===== config.mk =====
export PLATFORM = sky130hd
export DESIGN_NAME = regfile_fwd_flat
export DESIGN_NICKNAME = d
export VERILOG_FILES = /design/src/rtl/regfile_fwd_if.sv /design/src/rtl/regfile_fwd.sv /design/src/flat_wrapper.sv
export SDC_FILE = /design/constraint.sdc
export NUM_CORES = 2
export LEC_CHECK = 0
export CORE_MARGIN = 1.5
export CORE_UTILIZATION = 60
export CTS_BUF_LIST = sky130_fd_sc_hd__clkbuf_2 sky130_fd_sc_hd__clkbuf_4 sky130_fd_sc_hd__clkbuf_8
export DETAILED_ROUTE_END_ITERATION = 10
export PLACE_DENSITY = 0.78
export SETUP_SLACK_MARGIN = 0.05
export SLEW_MARGIN = 20
export SYNTH_ARGS = -nofsm -noshare
export SYNTH_HDL_FRONTEND = slang
export SYNTH_SLANG_ARGS = --single-unit

===== constraint.sdc =====
create_clock -name clk -period 3.37 [get_ports clk]
set_input_delay 0.5055 -clock clk [delete_from_list [all_inputs] [get_ports clk]]
set_output_delay 0.5055 -clock clk [all_outputs]
set_load 0.02 [all_outputs]

===== src/rtl/regfile_fwd_if.sv =====
// Register-file bus: write-back port, two ID read ports and the EX/MEM
// forwarding taps. The pipeline side is the master, the register file the slave.
interface regfile_fwd_if #(
    parameter int XLEN = 32,
    parameter int AW   = 5
);
    // MEM/WB write-back
    logic            we;
    logic [AW-1:0]   waddr;
    logic [XLEN-1:0] wdata;

    // ID source-operand reads
    logic            re1;
    logic [AW-1:0]   raddr1;
    logic [XLEN-1:0] rdata1;
    logic            re2;
    logic [AW-1:0]   raddr2;
    logic [XLEN-1:0] rdata2;

    // EX stage forwarding tap
    logic            ex_wreg;
    logic [AW-1:0]   ex_wd;
    logic [XLEN-1:0] ex_wdata;
    logic            ex_is_load;

    // MEM stage forwarding tap
    logic            mem_wreg;
    logic [AW-1:0]   mem_wd;
    logic [XLEN-1:0] mem_wdata;

    // load-use hazard
    logic            stallreq;

    modport master (
        output we, waddr, wdata,
        output re1, raddr1, re2, raddr2,
        output ex_wreg, ex_wd, ex_wdata, ex_is_load,
        output mem_wreg, mem_wd, mem_wdata,
        input  rdata1, rdata2, stallreq
    );

    modport slave (
        input  we, waddr, wdata,
        input  re1, raddr1, re2, raddr2,
        input  ex_wreg, ex_wd, ex_wdata, ex_is_load,
        input  mem_wreg, mem_wd, mem_wdata,
        output rdata1, rdata2, stallreq
    );
endinterface


===== src/rtl/regfile_fwd.sv =====
// RV32I integer register file with EX/MEM/WB operand forwarding and
// load-use stall detection. x0 is not stored and always reads zero.
module regfile_fwd #(
    parameter int XLEN = 32,
    parameter int NREG = 32,
    parameter int AW   = 5
) (
    input logic         clk,
    input logic         rst,
    regfile_fwd_if.slave bus
);

    // x1..x(NREG-1) only; x0 has no storage
    logic [XLEN-1:0] regs_q [1:NREG-1];
    logic [XLEN-1:0] regs_d [1:NREG-1];

    // Per-port request, gathered so both ports share one generate body
    logic [1:0]      ren_w;
    logic [AW-1:0]   raddr_w [2];

    assign ren_w[0]   = bus.re1;
    assign ren_w[1]   = bus.re2;
    assign raddr_w[0] = bus.raddr1;
    assign raddr_w[1] = bus.raddr2;

    // Next array state: reset clears everything and drops any concurrent write
    always_comb begin
        for (int i = 1; i < NREG; i++) begin
            regs_d[i] = rst ? '0 : regs_q[i];
        end
        if (!rst && bus.we && (bus.waddr != '0)) begin
            regs_d[bus.waddr] = bus.wdata;
        end
    end

    // Commit the array on every rising edge
    always_ff @(posedge clk) begin
        for (int i = 1; i < NREG; i++) begin
            regs_q[i] <= regs_d[i];
        end
    end

    genvar gi;
    generate
        for (gi = 0; gi < 2; gi++) begin : g_port
            logic [XLEN-1:0] rd;
            logic            ex_hit;

            // EX match on a live, non-zero source; feeds the load-use check
            assign ex_hit = ren_w[gi] && (raddr_w[gi] != '0) &&
                            bus.ex_wreg && (bus.ex_wd == raddr_w[gi]);

            // Newest value wins: EX, then MEM, then write-through, then array
            always_comb begin
                rd = '0;
                if (rst || !ren_w[gi] || (raddr_w[gi] == '0)) begin
                    rd = '0;
                end else if (bus.ex_wreg && (bus.ex_wd == raddr_w[gi])) begin
                    rd = bus.ex_wdata;
                end else if (bus.mem_wreg && (bus.mem_wd == raddr_w[gi])) begin
                    rd = bus.mem_wdata;
                end else if (bus.we && (bus.waddr == raddr_w[gi])) begin
                    rd = bus.wdata;
                end else begin
                    rd = regs_q[raddr_w[gi]];
                end
            end
        end
    endgenerate

    assign bus.rdata1 = g_port[0].rd;
    assign bus.rdata2 = g_port[1].rd;

    // A load in EX cannot forward yet, so any consumer of its result must wait.
    // ex_hit already excludes x0 because a zero source address never matches.
    assign bus.stallreq = !rst && bus.ex_is_load &&
                          (g_port[0].ex_hit || g_port[1].ex_hit);

endmodule


===== src/flat_wrapper.sv =====
// flat-port wrapper written by rule: the top's interface ports become plain ports
module regfile_fwd_flat 
#(
    parameter int XLEN = 32,
    parameter int NREG = 32,
    parameter int AW   = 5
)
  (clk, rst, bus_we, bus_waddr, bus_wdata, bus_re1, bus_raddr1, bus_re2, bus_raddr2, bus_ex_wreg, bus_ex_wd, bus_ex_wdata, bus_ex_is_load, bus_mem_wreg, bus_mem_wd, bus_mem_wdata, bus_rdata1, bus_rdata2, bus_stallreq);
  regfile_fwd_if #(.XLEN(XLEN), .AW(AW)) bus_i ();
  input logic clk;
  input logic rst;
  input wire logic [$bits(bus_i.we)-1:0] bus_we;
  input wire logic [$bits(bus_i.waddr)-1:0] bus_waddr;
  input wire logic [$bits(bus_i.wdata)-1:0] bus_wdata;
  input wire logic [$bits(bus_i.re1)-1:0] bus_re1;
  input wire logic [$bits(bus_i.raddr1)-1:0] bus_raddr1;
  input wire logic [$bits(bus_i.re2)-1:0] bus_re2;
  input wire logic [$bits(bus_i.raddr2)-1:0] bus_raddr2;
  input wire logic [$bits(bus_i.ex_wreg)-1:0] bus_ex_wreg;
  input wire logic [$bits(bus_i.ex_wd)-1:0] bus_ex_wd;
  input wire logic [$bits(bus_i.ex_wdata)-1:0] bus_ex_wdata;
  input wire logic [$bits(bus_i.ex_is_load)-1:0] bus_ex_is_load;
  input wire logic [$bits(bus_i.mem_wreg)-1:0] bus_mem_wreg;
  input wire logic [$bits(bus_i.mem_wd)-1:0] bus_mem_wd;
  input wire logic [$bits(bus_i.mem_wdata)-1:0] bus_mem_wdata;
  output wire logic [$bits(bus_i.rdata1)-1:0] bus_rdata1;
  output wire logic [$bits(bus_i.rdata2)-1:0] bus_rdata2;
  output wire logic [$bits(bus_i.stallreq)-1:0] bus_stallreq;
  assign bus_i.we = bus_we;
  assign bus_i.waddr = bus_waddr;
  assign bus_i.wdata = bus_wdata;
  assign bus_i.re1 = bus_re1;
  assign bus_i.raddr1 = bus_raddr1;
  assign bus_i.re2 = bus_re2;
  assign bus_i.raddr2 = bus_raddr2;
  assign bus_i.ex_wreg = bus_ex_wreg;
  assign bus_i.ex_wd = bus_ex_wd;
  assign bus_i.ex_wdata = bus_ex_wdata;
  assign bus_i.ex_is_load = bus_ex_is_load;
  assign bus_i.mem_wreg = bus_mem_wreg;
  assign bus_i.mem_wd = bus_mem_wd;
  assign bus_i.mem_wdata = bus_mem_wdata;
  assign bus_rdata1 = bus_i.rdata1;
  assign bus_rdata2 = bus_i.rdata2;
  assign bus_stallreq = bus_i.stallreq;
  regfile_fwd #(.XLEN(XLEN), .NREG(NREG), .AW(AW)) u_core (.clk(clk), .rst(rst), .bus(bus_i));
endmodule

Word-level counts from Yosys, hierarchy flattened:

Memory sizes are Yosys's and may differ from the RTL's.
Cells that the tools add are included.

* register bits after elaboration: 0
* memories kept: 1
* output and inout bits: 65
* bits of input ports: 129
* RAM bits: 992

* order comparisons: 2
* reductions and logical operators: 30
* bitwise gates (word level): 1
* equal/unequal tests: 6
* multiplexer cells: 43

Memory list
* u_core.regs_q: words 31, width 32, rd ports 33, clocked after Yosys merged registers in 0, wr ports 31, line regfile_fwd.sv:14 `logic [XLEN-1:0] regs_q [1:NREG-1];`

Operator list (count)
* two-way mux 32 bit: 40
* bitwise mux 992 bit: 1
* two-way mux 992 bit: 1
* demux 32 bit (select 5 bit): 1
* == test 5 bit: 6
* logical AND 1 bit: 17
* nonzero test 5 bit: 3
* zero test 5 bit: 2
* >= comparator 6 bit (second input constant): 1
* < comparator 6 x 1 -> 1 bit (second input constant): 1
* inverter 5 -> 6 bit: 1
* logical OR 1 bit: 5
* zero test 1 bit: 3

Logic depth before layout (Yosys ltp):

* depth in word-level cells: 7
* mapped depth: 10
* gate-level depth less buffers: 6

Least setup slack after synthesis:

Ideal clock, no wire load.

* path type: input port to output port
* start point: input port bus_raddr1[1]
* end point: output port bus_rdata1[29]
* required time: 2.864 ns
* path buffers: 3
* stages: 9
* setup slack: 0.033 ns
* data arrival time: 2.832 ns
* cell sequence: buf_2 > buf_4 > clkbuf_1 > nor2_1 > a211oi_1 > a211oi_1 > a21oi_1 > mux2i_1 > a2111oi_0

* longest elaborated chain between the ends: 6
* elaborated cells between the ends (all ways): 13
* classes of those cells: eq/ne (3); mux (4); reduce/logical (5); memory (1)

RTL lines
* start: declaration: line flat_wrapper.sv:16 `input wire logic [$bits(bus_i.raddr1)-1:0] bus_raddr1;`
* parallel branches: the longest is 5 deep, another holds memory (31 x 32 bit)
* two-way mux 32 bit *: line regfile_fwd.sv:56 `if (rst || !ren_w[gi] || (raddr_w[gi] == '0)) begin`
* end: declaration: line flat_wrapper.sv:26 `output wire logic [$bits(bus_i.rdata1)-1:0] bus_rdata1;`

Mark *: on every way between the ends.

==> results.sh <==
export IMPL_status="finished, final reports clean"
export IMPL_ys_warn_count=0
export IMPL_first_pass_iters=9
export IMPL_setup_viol=0
export IMPL_hold_viol_final=0
export IMPL_hold_class="flip-flop to flip-flop"
export IMPL_clk_pin_slew_ns=0.06
export IMPL_power_frac_comb=0.118
export IMPL_gp_congestion=0.9658
export IMPL_syn_avg_cell_area_um2=8.884
export IMPL_cts_buffers=164
export IMPL_vdd_drop_max_mv=0.3895
export IMPL_clockPowerShare=0.432
export IMPL_largest_reg_flops=992
export IMPL_fillers=6122
export IMPL_clock_sinks=992
export IMPL_grt_pass1_vias=50319
export IMPL_sequentialPowerShare=0.450
export IMPL_maxSlewHeadroom=0.1369
export IMPL_via_per_inst=6.753
export IMPL_syn_inst=6143
export IMPL_areaGrowthSynthToFinish_pct=20.22
export IMPL_dp_slack_ns=-1.055
export IMPL_rows=110
export IMPL_fin_area_um2=65610
export IMPL_drc=0
export IMPL_coreArea_um2=90010
export IMPL_dp_hpwl_mm=126.2
export IMPL_ys_types=52
export IMPL_grt_setup_unrepaired="true"
export IMPL_crit_type="flip-flop to primary output"
export IMPL_num_vias=51704
export IMPL_mostFrequentLayoutCell="nand2_1"
export IMPL_num_io_pins=194
export IMPL_power_density_nw_per_um2=402.8
export IMPL_dieWidth_um=304.6
export IMPL_setup_tns_ns=0
export IMPL_gr_total_overflow=0
export IMPL_synth_top_flop_cell="dfxtp_1"
export IMPL_slew_violations=0
export IMPL_synthesis_nets=6272
export IMPL_drv_cap=0
export IMPL_reg_top3="u_core.regs_q (992)"
export IMPL_p_int_w=0.01941
export IMPL_max_freq_ghz=0.2992
export IMPL_startpoint_type="flip-flop"
export IMPL_worstSkewPairLatency_ns=0.86
export IMPL_setup_slack_ns=0.02721
export IMPL_top_register="u_core.regs_q"
export IMPL_synth_area_um2=54580
export IMPL_dp_cells=7329
export IMPL_root_buffer="clkbuf_8"
export IMPL_grt_usage=0.4316
export IMPL_synth_async_reset_ratio=0
export IMPL_required_ns=2.86
export IMPL_rrSetupSlack_ns=2.50
export IMPL_p_leak_nw=23.60
export IMPL_grt_max_degree=278
export IMPL_synth_enable_flop_cells=0
export IMPL_grt_pass1_wl_mm=304.8
export IMPL_ant_nets=0
export IMPL_clock_skew_ns=0
export IMPL_synth_seq_cells=992
export IMPL_period_minus_slack_ns=3.343
export IMPL_wl_per_cell_um=26.97
export IMPL_synth_seq_area_share=0.3639
export IMPL_fin_cells=7657
export IMPL_power_switching_share=0.2654
export IMPL_cp_end_kind="primary output"
export IMPL_cp_max_fo=2
export IMPL_wirelength_mm=206.5
export IMPL_antenna_found_initial=8
export IMPL_chipHeight_um=304.6
export IMPL_place_area_um2=60650
export IMPL_htreeDepth=4
export IMPL_switchingPower_w=0.007016
export IMPL_port_buffers=193
export IMPL_fin_crit_sh=0.9919
export IMPL_most_common_layout_cells="nand2_1, dfxtp_1, o21ai_0"
export IMPL_clk_path_buf_depth=3
export IMPL_tightest_slew_ns=1.295
export IMPL_drt_initial_drc_count=8286
export IMPL_drive_above_1_share=0.2429
export IMPL_cts_tree="yes"
export IMPL_fin_util=0.7289
export IMPL_critical_path_arrival_ns=2.84
export IMPL_start_util=0.6063
export IMPL_nets=6494
export IMPL_die_area_um2=92780
==> kinds of logic after synthesis <==
kind of cell / Yosys count / synth area share
simple gates: 2522 / 0.2287
compound gates: 1256 / 0.1312
flops: 992 / 0.3639
mux: 673 / 0.2189
buf+inv: 670 / 0.05257
xor+xnor: 30 / 0.004814
==> power by group through the flow <==
stage / sequential, W / clock [W] / combinational, W
floorplan: 0.0121 / 0 / 0.00158
global placement: 0.0121 / 0 / 0.00278
detailed placement: 0.0121 / 0 / 0.00280
CTS: 0.0119 / 0.0114 / 0.00294
global route: 0.0119 / 0.0120 / 0.00318
finish: 0.0119 / 0.0114 / 0.00312
==> worst paths after layout <==
kind                                         endpoint                  start  depth (start not counted)
worst max-delay path                   bus_rdata2[29]  u_core.regs_q[19][29]                          5
worst min-delay path            u_core.regs_q[30][25]  u_core.regs_q[30][25]                          2
worst max register to register   u_core.regs_q[4][21]   u_core.regs_q[4][21]                          2
worst min register to register  u_core.regs_q[30][25]  u_core.regs_q[30][25]                          2
==> routing by layer <==
metal / GRT usage / share of wire / routed length [um] / vias to the layer above
met1: 0.5395 / 0.35 / 71250 / 24480
li1: - / - / - / 21988
met5: 0.002584 / 0.00044 / 90 / -
met4: 0.3181 / 0.079 / 16260 / 12
met2: 0.6202 / 0.42 / 87330 / 4170
met3: 0.1459 / 0.15 / 31580 / 1054
==> layout make-up <==
class / count / area (um^2) / share of cell area
multi-input cells: 4481 / 33210 / 0.5061
inverters: 4 / 15.01 / 0.0002288
repair buffers: 722 / 7562 / 0.1153
clock buffers: 248 / 3176 / 0.04840
flip-flops and latches: 992 / 19870 / 0.3028
well taps: 1176 / 1471 / 0.02243
clock inverters: 33 / 312.8 / 0.004767
diodes: 1 / 2.502 / 0.00003814
==> Yosys cell counts, types with 4 or more instances <==
| cell type | n | area (um^2) |
|---|---|---|
| mux2_2 | 73 | 822.0 |
| buf_6 | 15 | 168.9 |
| nor3b_1 | 4 | 30.03 |
| xnor2_1 | 6 | 52.55 |
| a211oi_1 | 135 | 1013 |
| o221ai_1 | 31 | 271.5 |
| clkbuf_1 | 499 | 1873 |
| dfxtp_1 | 992 | 19860 |
| nor3_1 | 66 | 330.3 |
| nand3_1 | 7 | 35.03 |
| or3b_2 | 4 | 35.03 |
| and3_1 | 4 | 25.02 |
| nand2_1 | 1172 | 4399 |
| nor4_1 | 38 | 237.7 |
| buf_4 | 32 | 240.2 |
| a221oi_1 | 14 | 122.6 |
| a21oi_1 | 39 | 195.2 |
| xor2_1 | 24 | 210.2 |
| a2111oi_0 | 22 | 192.7 |
| nor2b_1 | 6 | 37.54 |
| clkbuf_2 | 6 | 30.03 |
| nand3b_1 | 165 | 1239 |
| mux4_2 | 409 | 9211 |
| mux2i_1 | 191 | 1912 |
| nand2b_1 | 838 | 5243 |
| nor2_1 | 203 | 762.0 |
| o22ai_1 | 82 | 513.0 |
| o21ai_0 | 871 | 4359 |
| buf_1 | 25 | 93.84 |
| buf_2 | 88 | 440.4 |
| a22oi_1 | 36 | 270.3 |
| o32ai_1 | 14 | 122.6 |
| or2_2 | 4 | 25.02 |
==> worst max-delay path, stage by stage (launching register included) <==
cell	delay [ns]
dfxtp_2	0.32
mux4_2	0.48
mux4_2	0.50
a2111oi_4	0.38
nor3b_2	0.10
buf_4	0.17
==> timing repair <==
| item | 4_1_cts | 5_1_grt |
|---|---|---|
| buffers inserted | 24 | 19 |
| resized for setup | 459 | 107 |
| endpoints found under the hold margin | 0 | 0 |
| hold buffers | 0 | 0 |
| gates cloned | 4 | 1 |
| endpoints found under the setup margin | 65 | 54 |
| pin swaps | 50 | 25 |
==> metrics by stage <==
| stage | hold slack (ns) | total power, W |
|---|---|---|
| floorplan | 0.4532 | 0.01370 |
| global placement | 0.4655 | 0.01490 |
| detailed placement | 0.4744 | 0.01493 |
| CTS | 0.4368 | 0.02622 |
| global route | 0.4986 | 0.02702 |
| finish | 0.4758 | 0.02643 |
Power figures use the tool's default switching activity.
